`src/rtl/seven_seg_bcd_display.sv`:
```
// Sequential binary-to-BCD seven-segment driver: double-dabble one bit per cycle,
// then one encode cycle that registers active-low segment patterns.
module seven_seg_bcd_display #(
  parameter int unsigned IN_WIDTH      = 8,
  parameter int unsigned NUM_DIGITS    = 3,
  parameter bit          BLANK_LEADING = 1'b1,
  parameter bit          ZERO_DARK     = 1'b1
) (
  input  logic                      i_clk,
  input  logic                      i_rst,
  input  logic                      i_valid,
  output logic                      o_ready,
  input  logic [IN_WIDTH-1:0]       i_value,
  output logic [NUM_DIGITS*7-1:0]   o_seven,
  output logic                      o_done,
  output logic                      o_ovf
);

  localparam int unsigned BCD_W = NUM_DIGITS * 4;
  localparam int unsigned SEG_W = NUM_DIGITS * 7;
  localparam int unsigned CNT_W = (IN_WIDTH > 1) ? $clog2(IN_WIDTH) : 1;
  localparam logic [CNT_W-1:0] LAST_BIT = CNT_W'(IN_WIDTH - 1);
  localparam logic [6:0] SEG_DARK = 7'b1111111;
  localparam logic [6:0] SEG_DASH = 7'b0111111;

  typedef enum logic [1:0] {
    S_IDLE,
    S_CONVERT,
    S_ENCODE
  } state_t;

  state_t              state_q, state_d;
  logic [IN_WIDTH-1:0] shift_q, shift_d;
  logic [BCD_W-1:0]    bcd_q, bcd_d, bcd_adj;
  logic                ovf_flag_q, ovf_flag_d;
  logic [CNT_W-1:0]    cnt_q, cnt_d;
  logic [SEG_W-1:0]    seven_d, enc_seven;
  logic                done_d, ovf_d;
  logic [3:0]          adj_nib, enc_nib;
  logic                nz_seen;

  // Active-low {g,f,e,d,c,b,a}; non-decimal nibbles go dark.
  function automatic logic [6:0] seg_of(input logic [3:0] d);
    case (d)
      4'd0:    seg_of = 7'b1000000;
      4'd1:    seg_of = 7'b1111001;
      4'd2:    seg_of = 7'b0100100;
      4'd3:    seg_of = 7'b0110000;
      4'd4:    seg_of = 7'b0011001;
      4'd5:    seg_of = 7'b0010010;
      4'd6:    seg_of = 7'b0000010;
      4'd7:    seg_of = 7'b1011000;
      4'd8:    seg_of = 7'b0000000;
      4'd9:    seg_of = 7'b0010000;
      default: seg_of = SEG_DARK;
    endcase
  endfunction

  // Add-3 correction on every nibble that is 5 or more.
  always_comb begin
    bcd_adj = '0;
    adj_nib = '0;
    for (int k = 0; k < int'(NUM_DIGITS); k++) begin
      adj_nib = bcd_q[4*k +: 4];
      bcd_adj[4*k +: 4] = (adj_nib >= 4'd5) ? adj_nib + 4'd3 : adj_nib;
    end
  end

  // Digit patterns from the finished BCD value, walking from the top digit down.
  always_comb begin
    enc_seven = '0;
    enc_nib   = '0;
    nz_seen   = 1'b0;
    for (int k = int'(NUM_DIGITS) - 1; k >= 0; k--) begin
      enc_nib = bcd_q[4*k +: 4];
      if (enc_nib != 4'd0) nz_seen = 1'b1;
      if (ovf_flag_q)
        enc_seven[7*k +: 7] = SEG_DASH;
      else if (ZERO_DARK && (bcd_q == '0))
        enc_seven[7*k +: 7] = SEG_DARK;
      else if (BLANK_LEADING && !nz_seen && (k != 0))
        enc_seven[7*k +: 7] = SEG_DARK;
      else
        enc_seven[7*k +: 7] = seg_of(enc_nib);
    end
  end

  // Next-state and datapath control.
  always_comb begin
    state_d    = state_q;
    shift_d    = shift_q;
    bcd_d      = bcd_q;
    ovf_flag_d = ovf_flag_q;
    cnt_d      = cnt_q;
    seven_d    = o_seven;
    ovf_d      = o_ovf;
    done_d     = 1'b0;
    o_ready    = 1'b0;
    case (state_q)
      S_IDLE: begin
        o_ready = 1'b1;
        if (i_valid) begin
          shift_d    = i_value;
          bcd_d      = '0;
          ovf_flag_d = 1'b0;
          cnt_d      = '0;
          state_d    = S_CONVERT;
        end
      end
      S_CONVERT: begin
        {bcd_d, shift_d} = {bcd_adj[BCD_W-2:0], shift_q, 1'b0};
        ovf_flag_d       = ovf_flag_q | bcd_adj[BCD_W-1];
        cnt_d            = cnt_q + CNT_W'(1);
        if (cnt_q == LAST_BIT) state_d = S_ENCODE;
      end
      S_ENCODE: begin
        seven_d = enc_seven;
        ovf_d   = ovf_flag_q;
        done_d  = 1'b1;
        state_d = S_IDLE;
      end
      default: state_d = S_IDLE;
    endcase
  end

  always_ff @(posedge i_clk) begin
    if (i_rst) begin
      state_q    <= S_IDLE;
      shift_q    <= '0;
      bcd_q      <= '0;
      ovf_flag_q <= 1'b0;
      cnt_q      <= '0;
      o_seven    <= {SEG_W{1'b1}};
      o_done     <= 1'b0;
      o_ovf      <= 1'b0;
    end else begin
      state_q    <= state_d;
      shift_q    <= shift_d;
      bcd_q      <= bcd_d;
      ovf_flag_q <= ovf_flag_d;
      cnt_q      <= cnt_d;
      o_seven    <= seven_d;
      o_done     <= done_d;
      o_ovf      <= ovf_d;
    end
  end

endmodule

```
`config.mk`:
```
export PLATFORM = sky130hd
export DESIGN_NAME = seven_seg_bcd_display
export DESIGN_NICKNAME = d
export VERILOG_FILES = /design/src/rtl/seven_seg_bcd_display.sv
export SDC_FILE = /design/constraint.sdc
export NUM_CORES = 1
export LEC_CHECK = 0
export CORE_UTILIZATION = 35
export DETAILED_ROUTE_END_ITERATION = 10
export PLACE_DENSITY_LB_ADDON = 0.2
export SLEW_MARGIN = 30
export SYNTH_ARGS = -nofsm -noshare
export SYNTH_HDL_FRONTEND = slang
export SYNTH_SLANG_ARGS = --single-unit
```
`constraint.sdc`:
```
create_clock -name i_clk -period 3.3 [get_ports i_clk]
set_clock_uncertainty 0.05 [all_clocks]
set_input_delay 0.66 -clock i_clk [delete_from_list [all_inputs] [get_ports i_clk]]
set_output_delay 0.66 -clock i_clk [all_outputs]
set_load 0.01 [all_outputs]
```
Word-level counts from Yosys, hierarchy flattened
Memories as Yosys holds them, arrays and structs flattened. A register that Yosys moved wholly into a read port is not among the register bits.
Cells that the tools add are included.

operators by class
  eq/ne operators = 5
  $add $sub $neg = 4
  muxes and demuxes = 32
  bitwise logic cells = 1
  $lt $le $gt $ge = 3
  reduce and logical (&&, ||, !) cells = 7

operators by type and width
  cell                                                  count
  two-way mux 7 bit                                     8
  two-way mux 4 bit                                     9
  case mux 12 bit (2 select lines)                      1
  case mux 8 bit (2 select lines)                       1
  adder 4 x 2 -> 4 bit (second input constant)          3
  >= comparator 4 x 3 -> 1 bit (second input constant)  3
  zero test 12 bit                                      1
  two-way mux 12 bit                                    1
  two-way mux 8 bit                                     1
  nonzero test 4 bit                                    2
  case mux 3 bit (2 select lines)                       1
  two-way mux 1 bit                                     5
  two-way mux 2 bit                                     2
  inequality test 2 bit (second input constant)         2
  case mux 2 bit (2 select lines)                       1
  AND reduction 2 bit                                   2
  adder 3 x 1 -> 3 bit (second input constant)          1
  == test 3 bit (second input constant)                 1
  two-way mux 3 bit                                     1
  == test 2 x 1 -> 1 bit (second input constant)        1
  == test 2 bit (second input constant)                 1
  zero test 2 bit                                       1
  case mux 1 bit (2 select lines)                       1
  nonzero test 2 bit                                    1
  OR 1 bit                                              1

word-level totals
  input port bits = 11
  output and inout bits = 24
  memory bits (read-only) = 336
  memories = 3
  bits in registers = 49
  logic and storage cells = 63

memories
  name             words  bits a word  rd ports  clocked after Yosys merged registers in  wr ports  line  source
  (no name shown)  16     7            1         1                                        0         44    case (d)
  (no name shown)  16     7            1         1                                        0         44
  (no name shown)  16     7            1         1                                        0         44

Depth between registers and ports, before layout
Gate-level depths: netlist of the first run.

  depth in word-level cells = 6
  depth in mapped cells = 11
  depth with buffers taken out = 11

Least setup slack after synthesis of the first run
No wires, ideal clock.

  path kind = input port to flip-flop
  start point = input i_rst
  end point = register with a tool-made name
  setup time = 0.131 ns
  data required time = 3.119 ns
  stages = 9
  buffers on the path = 2
  arrival = 2.186 ns
  slack = 0.933 ns
  path through = or3b_1 > buf_2 > buf_6 > a2111o_1 > o211ai_2 > inv_2 > ha_1 > a21oi_1 > a21oi_1

RTL lines
  element          line  source
  start, declared  10    input logic i_rst,

==> results_dict.tcl, run 1 <==
set metrics [dict create \
    status "finished, final reports clean" \
    syn_area_sq_mm 0.003243 \
    ant_nets 0 \
    tightest_slew_ns 0.7230 \
    finalSetupTns_ns 0 \
    core_sq_mm 0.008848 \
    synth_warnings 0 \
    clock_latency_ns 0.34 \
    start_util 0.3665 \
    place_area_sq_mm 0.003686 \
    vias 2729 \
    arrival_ns 2.93 \
    root_buffer "clkbuf_8" \
    num-fill-cells 876 \
    grt_pass1_vias 2513 \
    final_cell_area_sq_mm 0.003876 \
    grt_max_degree 20 \
    drc_errors 0 \
    post-cts-setup-buffers 0 \
    final_cell_mix "dfxtp_1, nand2_1, clkdlybuf4s50_1" \
    gp_congestion 0.8777 \
    avgSynthCellArea_sq_um 8.837 \
    drt_iter0_markers 95 \
    syn_inst 367 \
    final_cells 511 \
    busiest_layer "met2" \
    min_period_ns 2.760 \
    p_leak_nw 1.632 \
    final_layout_size_suffix_gt1_frac 0.08933 \
    setup_viol 0 \
    synthTopCellsByArea "dfxtp_1, ha_1, nand2_1, o22ai_1, a21oi_1" \
    maxSlewViolCount 0 \
    worstPathRequired_ns 3.47 \
    antenna_found_initial 0 \
    final_common_cell "dfxtp_1" \
    synth_flop_cell "dfxtp_1" \
    holdCritPathClass "register to register" \
    synth-seq-cells 70 \
    wl_um 7244 \
    die_y_um 98.26 \
    dieArea_sq_mm 0.009655 \
    fin_nets 432 \
    syn_nets 401 \
    cts.clk_slew.worst_paths_ns 0.07 \
    vdd_drop_max_v 0.0001630 \
    worstSetupPathType "input pin to register" \
    first_pass_iters 4 \
    port_buffers 34 \
    critPathCaptureType "register" \
    place_hpwl_um 5151 \
    synth_top_cell_area_share 0.4321 \
    overflow 0 \
    ys_seq_area_frac 0.4321 \
    dp.cells 495 \
    fin_hold_ws_ns 0.3923 \
    use_met1 0.2128 \
    cts_resized 0 \
    area_growth_pct 19.52 \
    diodes 0 \
    ctsLongestPathBuffers 2 \
    cts_buffers 9 \
    cap_viol_max_count 0 \
    grt_pass1_wl_um 12250 \
    cts_hold_buf 0 \
    maxSlewHeadroom 0.5165 \
    viasPerCell 5.341 \
    clock-sinks 70 \
    use_met3 0.04366 \
    post_drt_wl_per_cell_um 14.18 \
    max_freq_mhz 362.3 \
    synth_cell_types 48 \
    synth_top_area_cell "dfxtp_1" \
    start_kind "input pin" \
    post-route-period-util 0.8364 \
    h-tree-depth 3 \
    async_flop_share 0 \
    hold_violations 0 \
    die-width_um 98.26 \
    cp_max_fo 7 \
    cts_tree "yes" \
    io_pins 35 \
    power_density_mw_per_mm2 418.7 \
    grt_use_met2 0.2432 \
    power_mw 1.623 \
    rows 34 \
    grt_setup_unrepaired "no" \
    synth_edf_count 0 \
    grt_usage 0.1591 \
]
metal layers:
layer	routed length (um)	share of wire
met4	132	0.018
met3	319	0.044
met1	3663	0.51
met2	3129	0.43
met5	0	0
where the power goes:
group	internal, mW	total, mW	switching, mW
logic	0.0396	0.0861	0.0464
registers	0.857	0.867	0.00970
clock network	0.348	0.670	0.322
total	1.24	1.62	0.378
worst paths after layout:
kind                   start  cells past startpoint  slack, ns    endpoint
setup reg to reg  state_q[0]                      8       0.69    register
hold reg to reg     register                      2       0.39  o_seven[1]
setup / recovery     i_valid                     10       0.54    register
hold / removal      register                      2       0.39  o_seven[1]
critical path, stage by stage:
cell             delay [ns]
clkdlybuf4s50_1        0.46
o21ba_2                0.22
nor2_1                 0.46
nand2_1                0.18
o21ai_0                0.20
inv_1                  0.14
ha_1                   0.32
nand2_1                0.05
a2bb2oi_1              0.16
nor2_1                 0.07
final cells by class:
| cell class | count | area, sq um | area share |
|---|---|---|---|
| Timing Repair Buffer | 43 | 407.9 | 0.1052 |
| Sequential cell | 70 | 1401 | 0.3615 |
| Inverter | 25 | 93.84 | 0.02421 |
| Clock inverter | 6 | 62.56 | 0.01614 |
| Clock buffer | 10 | 127.6 | 0.03292 |
| Tap cell | 108 | 135.1 | 0.03486 |
| Multi-Input combinational cell | 249 | 1648 | 0.4251 |
Yosys cell counts (2+ instances only):
master and n:
a2111o_1 3, a211oi_1 12, a21oi_1 20, a22o_1 2, a2bb2oi_1 3, a31oi_1 4, a32oi_1 2, and3_1 2
and4b_1 3, buf_2 5, clkbuf_1 16, dfxtp_1 70, ha_1 23, inv_1 21, inv_2 4, mux2i_1 8
nand2_1 50, nand2b_1 9, nand3_1 6, nor2_1 19, nor2b_1 3, nor3_1 9, nor3b_1 3, nor4bb_1 3
o2111a_1 2, o211ai_1 3, o211ai_2 3, o21ai_0 15, o22ai_1 18, o31ai_1 4, o32a_1 2, o32ai_1 2
or2_2 3
metrics by stage:
stage / setup WS [ns] / util
3_5_place_dp: 0.1873 / 0.4166
5_1_grt: 0.2983 / 0.4381
3_3_place_gp: 0.2596 / 0.4166
6_report: 0.5397 / 0.4381
2_1_floorplan: 0.9330 / -
4_1_cts: 0.5491 / 0.4381
cell families (layout without fill, tap and decap cells):
kind of cell / Yosys count / in the layout / share of synthesized area
AOI/OAI and AO/OA: 103 / 103 / 0.2230
adders and majority gates: 23 / 23 / 0.08874
buffers and inverters: 48 / 84 / 0.05980
and+or+nand+nor: 115 / 115 / 0.1717
DFF: 70 / 70 / 0.4321
muxes: 8 / 8 / 0.02469
(Power assumes the default switching activity.)
==> run 2, diff against run 1 <==
Clock period 3.3 ns to 2.3 ns, I/O delays scaled along.
==> run 2 against run 1 <==
  * Highest routed layer unchanged
  * Final cell count rose by 7.8%
  * Global-route usage rose by 0.72 points
  * Clock power rose by 33%
  * Largest cell class unchanged
==> results_dict.tcl, run 2 (synthesis gave the netlist of run 1 again) <==
set metrics [dict create \
    status "finished, final reports clean" \
    maxSlewHeadroom 0.5512 \
    fin_nets 472 \
    drt_iter0_markers 101 \
    cts_tree "yes" \
    io_pins 35 \
    holdCritPathClass "register to register" \
    root_buffer "clkbuf_8" \
    max_freq_mhz 463.6 \
    critPathCaptureType "register" \
    power_mw 2.275 \
    overflow 0 \
    wl_um 7581 \
    ctsLongestPathBuffers 2 \
    final_core_util 0.4767 \
    cts_buffers 9 \
    h-tree-depth 3 \
    die_y_um 98.26 \
    grt_setup_unrepaired "yes" \
    maxSlewViolCount 0 \
    p_leak_nw 1.816 \
    grt_usage 0.1663 \
    setup_slack_ns 0.1430 \
    place_hpwl_um 5512 \
    final_cell_mix "dfxtp_1, nand2_1, buf_4" \
    arrival_ns 2.36 \
    cts_hold_buf 0 \
    grt_max_degree 20 \
    start_kind "input pin" \
    clock-sinks 70 \
    grt_pass1_wl_um 12750 \
    rows 34 \
    clock_latency_ns 0.35 \
    final_layout_size_suffix_gt1_frac 0.1964 \
    hold_violations 0 \
    min_period_ns 2.157 \
    ant_nets 0 \
    post_drt_wl_per_cell_um 13.76 \
    diodes 0 \
    final_common_cell "dfxtp_1" \
    dieArea_sq_mm 0.009655 \
    area_growth_pct 30.05 \
    cap_viol_max_count 0 \
    die-width_um 98.26 \
    cp_max_fo 5 \
    drc_errors 0 \
    tightest_slew_ns 0.6711 \
    vdd_drop_max_v 0.0002452 \
    final_cell_area_sq_mm 0.004218 \
    start_util 0.3665 \
    worstPathRequired_ns 2.51 \
    cts.clk_slew.worst_paths_ns 0.08 \
    antenna_found_initial 0 \
    first_pass_iters 4 \
    vias 2815 \
    worstSetupPathType "input pin to register" \
    finalSetupTns_ns 0 \
    post-route-period-util 0.9378 \
    power_density_mw_per_mm2 539.3 \
    place_area_sq_mm 0.003964 \
    gp_congestion 0.8395 \
    port_buffers 34 \
    setup_viol 0 \
    place_ws_ns -0.4357 \
    core_sq_mm 0.008848 \
    viasPerCell 5.109 \
    grt_pass1_vias 2708 \
]
==> run 2: cell types whose count changed in the layout (fill, tap and decap cells not counted), moves of 2 or more <==
cell	before	now
o21ai_0	15	13
a21oi_2	0	2
clkinv_4	2	0
inv_6	0	2
clkinv_2	3	1
a21oi_1	20	18
clkinvlp_4	0	3
buf_4	9	49
==> run 2: timing repair <==
item                       4_1_cts  5_1_grt
gates resized for setup          1       14
buffers inserted                 0        3
pin swaps                        0        6
setup endpoints to repair        6       15
==> run 2: area by class of cell <==
cell class / instances / area [sq um]
tap: 108 / 135.1
fill: 873 / 4631
multi-input combinational: 249 / 1704
timing repair buffer: 83 / 710.7
clock inverter: 6 / 45.04
clock buffer: 10 / 127.6
inverter: 25 / 93.84
sequential: 70 / 1401
==> run 2: layer usage <==
layer,track usage,wire [um]
met1,0.2126,3663
met2,0.2692,3436
met3,0.03221,307
met4,0.08037,173
met5,0,0
==> run 2: where the power goes <==
group / switching [mW] / leakage, nW / internal [mW] / total, mW
registers: 0.00982 / 0.568 / 1.23 / 1.24
clock network: 0.493 / 0.0793 / 0.397 / 0.890
logic: 0.0755 / 1.17 / 0.0696 / 0.145
total: 0.579 / 1.82 / 1.70 / 2.27
==> run 2: path summary, 6_finish.rpt <==
path | from | endpoint | slack, ns | depth (start not counted)
max | i_valid | register | 0.14 | 9
min | register | o_seven[1] | 0.40 | 2
max reg2reg | bcd_q[5] | register | 0.15 | 8
min reg2reg | register | o_seven[1] | 0.40 | 2
==> run 2: worst max-delay path, stage by stage <==
cell and delay [ns]:
clkdlybuf4s50_1 0.44, buf_4 0.15, o21bai_1 0.16, buf_4 0.18, a211oi_1 0.10, or2_2 0.33
buf_4 0.16, and3_1 0.15, nor3_1 0.22
==> run 2: stage by stage <==
stage	std cells	hold WS [ns]
after floorplan	367	0.3679
final	551	0.3978
after global routing	551	0.4130
after global placement	532	0.3722
after detailed placement	532	0.3771
after CTS	548	0.3965
==> run 3, diff against run 2 <==
Settings changed: SLEW_MARGIN 30 to default.
==> results of run 3 <==
Final layout, timing and power as in run 2 (identical DEF).
==> RTL change 1 (config.mk and constraints of run 1) <==
Put one more register stage on the output `o_ovf`, with the module's reset. The value now appears one clock later. The other outputs are not delayed to match.
--- a/src/rtl/seven_seg_bcd_display.sv
+++ b/src/rtl/seven_seg_bcd_display.sv
@@ -28,6 +28,8 @@
     S_CONVERT,
     S_ENCODE
   } state_t;
+
+  logic o_ovf_s0;
 
   state_t              state_q, state_d;
   logic [IN_WIDTH-1:0] shift_q, shift_d;
@@ -93,7 +95,7 @@
     ovf_flag_d = ovf_flag_q;
     cnt_d      = cnt_q;
     seven_d    = o_seven;
-    ovf_d      = o_ovf;
+    ovf_d      = o_ovf_s0;
     done_d     = 1'b0;
     o_ready    = 1'b0;
     case (state_q)
@@ -132,7 +134,7 @@
       cnt_q      <= '0;
       o_seven    <= {SEG_W{1'b1}};
       o_done     <= 1'b0;
-      o_ovf      <= 1'b0;
+      o_ovf_s0   <= 1'b0;
     end else begin
       state_q    <= state_d;
       shift_q    <= shift_d;
@@ -141,7 +143,15 @@
       cnt_q      <= cnt_d;
       o_seven    <= seven_d;
       o_done     <= done_d;
-      o_ovf      <= ovf_d;
+      o_ovf_s0   <= ovf_d;
+    end
+  end
+
+  always_ff @(posedge i_clk) begin
+    if (i_rst) begin
+      o_ovf <= '0;
+    end else begin
+      o_ovf <= o_ovf_s0;
     end
   end
 
Function: same outputs for any inputs over 10 cycles, from zero or initial values and one cycle with i_rst high; that may be too few to reach the edited logic, so the function may still have changed.
==> RTL change 1 against run 1 <==
Sequential cell count increased by 1. Fmax increased by 6.3%. Cell area increased by 3.2%. Area after synthesis increased by 2.8%. Utilization decreased by 0.50 points. Routed wire length decreased by 9.2%. Power increased by 7.9%. Critical path depth decreased by 1. Combinational power decreased by 4.1%. Die area increased by 2.7%. Worst setup slack improved by 0.16 ns. Global-route usage decreased by 1.2 points. Largest power group unchanged.
==> RTL change 1: results (changes against run 1) <==
* WL final at 6.58 mm (was 7.24 mm)
* Min Hold Slack at 0.399 ns (was 0.392 ns)
* Syn Area/Cell at 9.63 µm² (was 8.84 µm²)
* Worst VDD drop at 211 µV (was 163 µV)
* Detailed route wirelength on metal2 at 3.10 mm (was 3.13 mm)
* Vias in the first global route at 2407 (was 2513)
* Global Route met2 Usage at 24.7% (was 24.3%)
* Leakage at 1.61 nW (was 1.63 nW)
* Total number of vias at 2491 (was 2729)
* Leading post-synthesis cells by cell area: dfxtp_1, ha_1, nand2b_1 (was dfxtp_1, ha_1, nand2_1)
* Reg2Reg Setup Slack at 0.86 ns (was 0.69 ns)
* HPWL Detailed at 4.60 mm (was 5.15 mm)
* Tmin final at 2.60 ns (was 2.76 ns)
* Crit path DAT at 2.81 ns (was 2.93 ns)
* RD Place Congestion at 0.804 (was 0.878)
* Crit-path max FO at 16 (was 7)
* Final nets at 414 (was 432)
* Status: completed (unchanged)
* Top cells by count, synth: dfxtp_1, nand2_1, nand2b_1 (was dfxtp_1, nand2_1, ha_1)
* Max-slew headroom at 45.5% (was 51.7%)
* Synth Area in Adders at 9.01% (was 8.87%)
* Share of cells above drive strength 1 at 10.4% (was 8.93%)
* Net Count, Synth at 381 (was 401)
* Multiplexer area fraction after synthesis at 2.40% (was 2.47%)
* Placed insts at 497 (was 495)
* Xor/xnor cell area share of the yosys netlist at 1.05% (was 0%)
* NetSw at 395 µW (was 378 µW)
* Post-synthesis sequential area ratio at 42.6% (was 43.2%)
* Hold depth at 2 (unchanged)
* First DRT Iteration DRCs at 47 (was 95)
* Wire length on met3 at 188 µm (was 319 µm)
* Crit-path max cell delay at 0.48 ns (was 0.46 ns)
* Metal1 wirelength at 3.16 mm (was 3.66 mm)
* Synth Area in Compound Gates at 20.5% (was 22.3%)
* Met1 usage at 17.9% (was 21.3%)
* Fillers at 909 (was 876)
## RTL change 1: area by class of cell
type,count,area [µm²],area share (%)
timing repair buffer,39,378,9.44
tap,129,161,4.03
inverter,19,71.3,1.78
clock inverter,6,92.6,2.31
multi-input combinational,239,1740,43.5
sequential,71,1420,35.5
clock buffer,10,138,3.44
## RTL change 1: per-stage QoR
| step | area [µm²] | utilization (%) |
|---|---|---|
| final | 4000 | 43.3 |
| after detailed placement | 3770 | 40.8 |
| after CTS | 4000 | 43.3 |
| after floorplan | 3330 | - |
| after global routing | 4000 | 43.3 |
| after global placement | 3770 | 40.8 |
## RTL change 1: power by group through the flow
stage	Clock [mW]	Sequential [mW]	Combinational, mW
after floorplan	0	0.895	0.0599
after global placement	0	0.899	0.0825
after detailed placement	0	0.899	0.0836
after CTS	0.814	0.879	0.0838
after global routing	0.858	0.882	0.0914
final	0.789	0.879	0.0826
==> RTL change 2 (config.mk and constraints of run 1) <==
Without the edit above. The parameter `BLANK_LEADING` goes from 1'b1 to 1'b0.
--- a/src/rtl/seven_seg_bcd_display.sv
+++ b/src/rtl/seven_seg_bcd_display.sv
@@ -3,7 +3,7 @@
 module seven_seg_bcd_display #(
   parameter int unsigned IN_WIDTH      = 8,
   parameter int unsigned NUM_DIGITS    = 3,
-  parameter bit          BLANK_LEADING = 1'b1,
+  parameter bit          BLANK_LEADING = 1'b0,
   parameter bit          ZERO_DARK     = 1'b1
 ) (
   input  logic                      i_clk,
Function: no difference found for any inputs over 10 cycles, from zero or initial values and one cycle with i_rst high; that may be too few to reach the edited logic, so the function may still have changed.
==> RTL change 2 against run 1 <==
Sequential cell count stayed put. Sequential share of layout area decreased by 1.3 points. Combinational power rose by 2.6%. Area after synthesis grew 2.5%. Critical path depth is 1 lower. Sequential power about the same. Power is 4.3% higher. Count of clock-buffer cells in the layout down 1. Cell area up 3.6%. Worst setup slack better by 0.29 ns. Routed wire length decreased by 5.5%.
==> RTL change 2: results (changes against run 1) <==
* Worst VDD drop at 238 µV (was 163 µV)
* Post-synthesis sequential area ratio at 42.2% (was 43.2%)
* Multi-input gate area at 0.00173 mm² (was 0.00165 mm²)
* First-pass GRT wire length at 11.6 mm (was 12.2 mm)
* HPWL Detailed at 4.93 mm (was 5.15 mm)
* Worst r2r src: bcd_q[0]$_SDFFE_PP0N_ (was state_q[0]$_SDFFE_PP0P_)
* Met1 usage at 19.2% (was 21.3%)
* Net Count, Synth at 389 (was 401)
* Crit path DAT at 2.67 ns (was 2.93 ns)
* Placed cell areas at 0.00381 mm² (was 0.00369 mm²)
* Router iterations before antenna repair at 4 (unchanged)
* Fillers at 929 (was 876)
* Yosys cell types at 61 (was 48)
* Hold Path End: o_seven[16]$_SDFFE_PP1P_ (was o_seven[1]$_SDFFE_PP1P_)
* Reg2Reg Setup Slack at 0.95 ns (was 0.69 ns)
* RD Place Congestion at 0.853 (was 0.878)
* NetSw at 374 µW (was 378 µW)
* Pre-CTS WS at 0.502 ns (was 0.187 ns)
* First DRT Iteration DRCs at 69 (was 95)
* Cells after synthesis at 353 (was 367)
* Drt wl/cell at 13.1 µm (was 14.2 µm)
* Crit-path max cell delay at 0.44 ns (was 0.46 ns)
* Worst Tran Pin Value at 0.738 ns (was 0.723 ns)
* Detailed route wirelength on metal2 at 3.20 mm (was 3.13 mm)
* Largest net degree at the start of global routing at 33 (was 20)
* Crit-path max FO at 6 (was 7)
* Wire length on met3 at 220 µm (was 319 µm)
* Metal1 wirelength at 3.35 mm (was 3.66 mm)
* Status: completed (unchanged)
* Leakage at 1.75 nW (was 1.63 nW)
* Seq. pwr at 866 µW (was 867 µW)
* Crit-path leading delay family: compound AO/OA/AOI/OAI gates (was simple AND/OR/NAND/NOR gates)
* Min Hold Slack at 0.394 ns (was 0.392 ns)
* Fmax at 405 MHz (was 362 MHz)
* Global Route Usage Sum at 15.0% (was 15.9%)
* Global Route met2 Usage at 24.5% (was 24.3%)
* Final std cells w/o fill at 522 (was 511)
* Final nets at 425 (was 432)
* Total number of vias at 2533 (was 2729)
* R2R cell count at 9 (was 8)
## RTL change 2: cell count changes in the layout (fill, tap and decap cells not counted), sizes merged, moves of 4 or more
cell and delta:
nand2b +14, o211ai -6, nand2 -14, a22oi +5, o21ai -9, a21oi -7, xnor2 +4, nor2 +8
a211oi -10, nor3 -7, a311oi +9
## RTL change 2: cell type report
| class | instances | area share, % |
|---|---|---|
| timing repair buffer | 46 | 10.7 |
| clock buffer | 9 | 3.08 |
| tap | 129 | 4.02 |
| sequential | 70 | 34.9 |
| clock inverter | 6 | 2.18 |
| inverter | 23 | 2.15 |
| multi-input combinational | 239 | 43.0 |
## RTL change 2: logic make-up after synthesis
group	Yosys count	synth area share (%)
AOI/OAI and AO/OA	93	23.0
xor gates and xnor gates	4	1.05
adders and majority gates	25	9.41
buffers and inverters	44	5.87
DFF	70	42.2
muxes	6	1.81
and+or+nand+nor	111	16.7
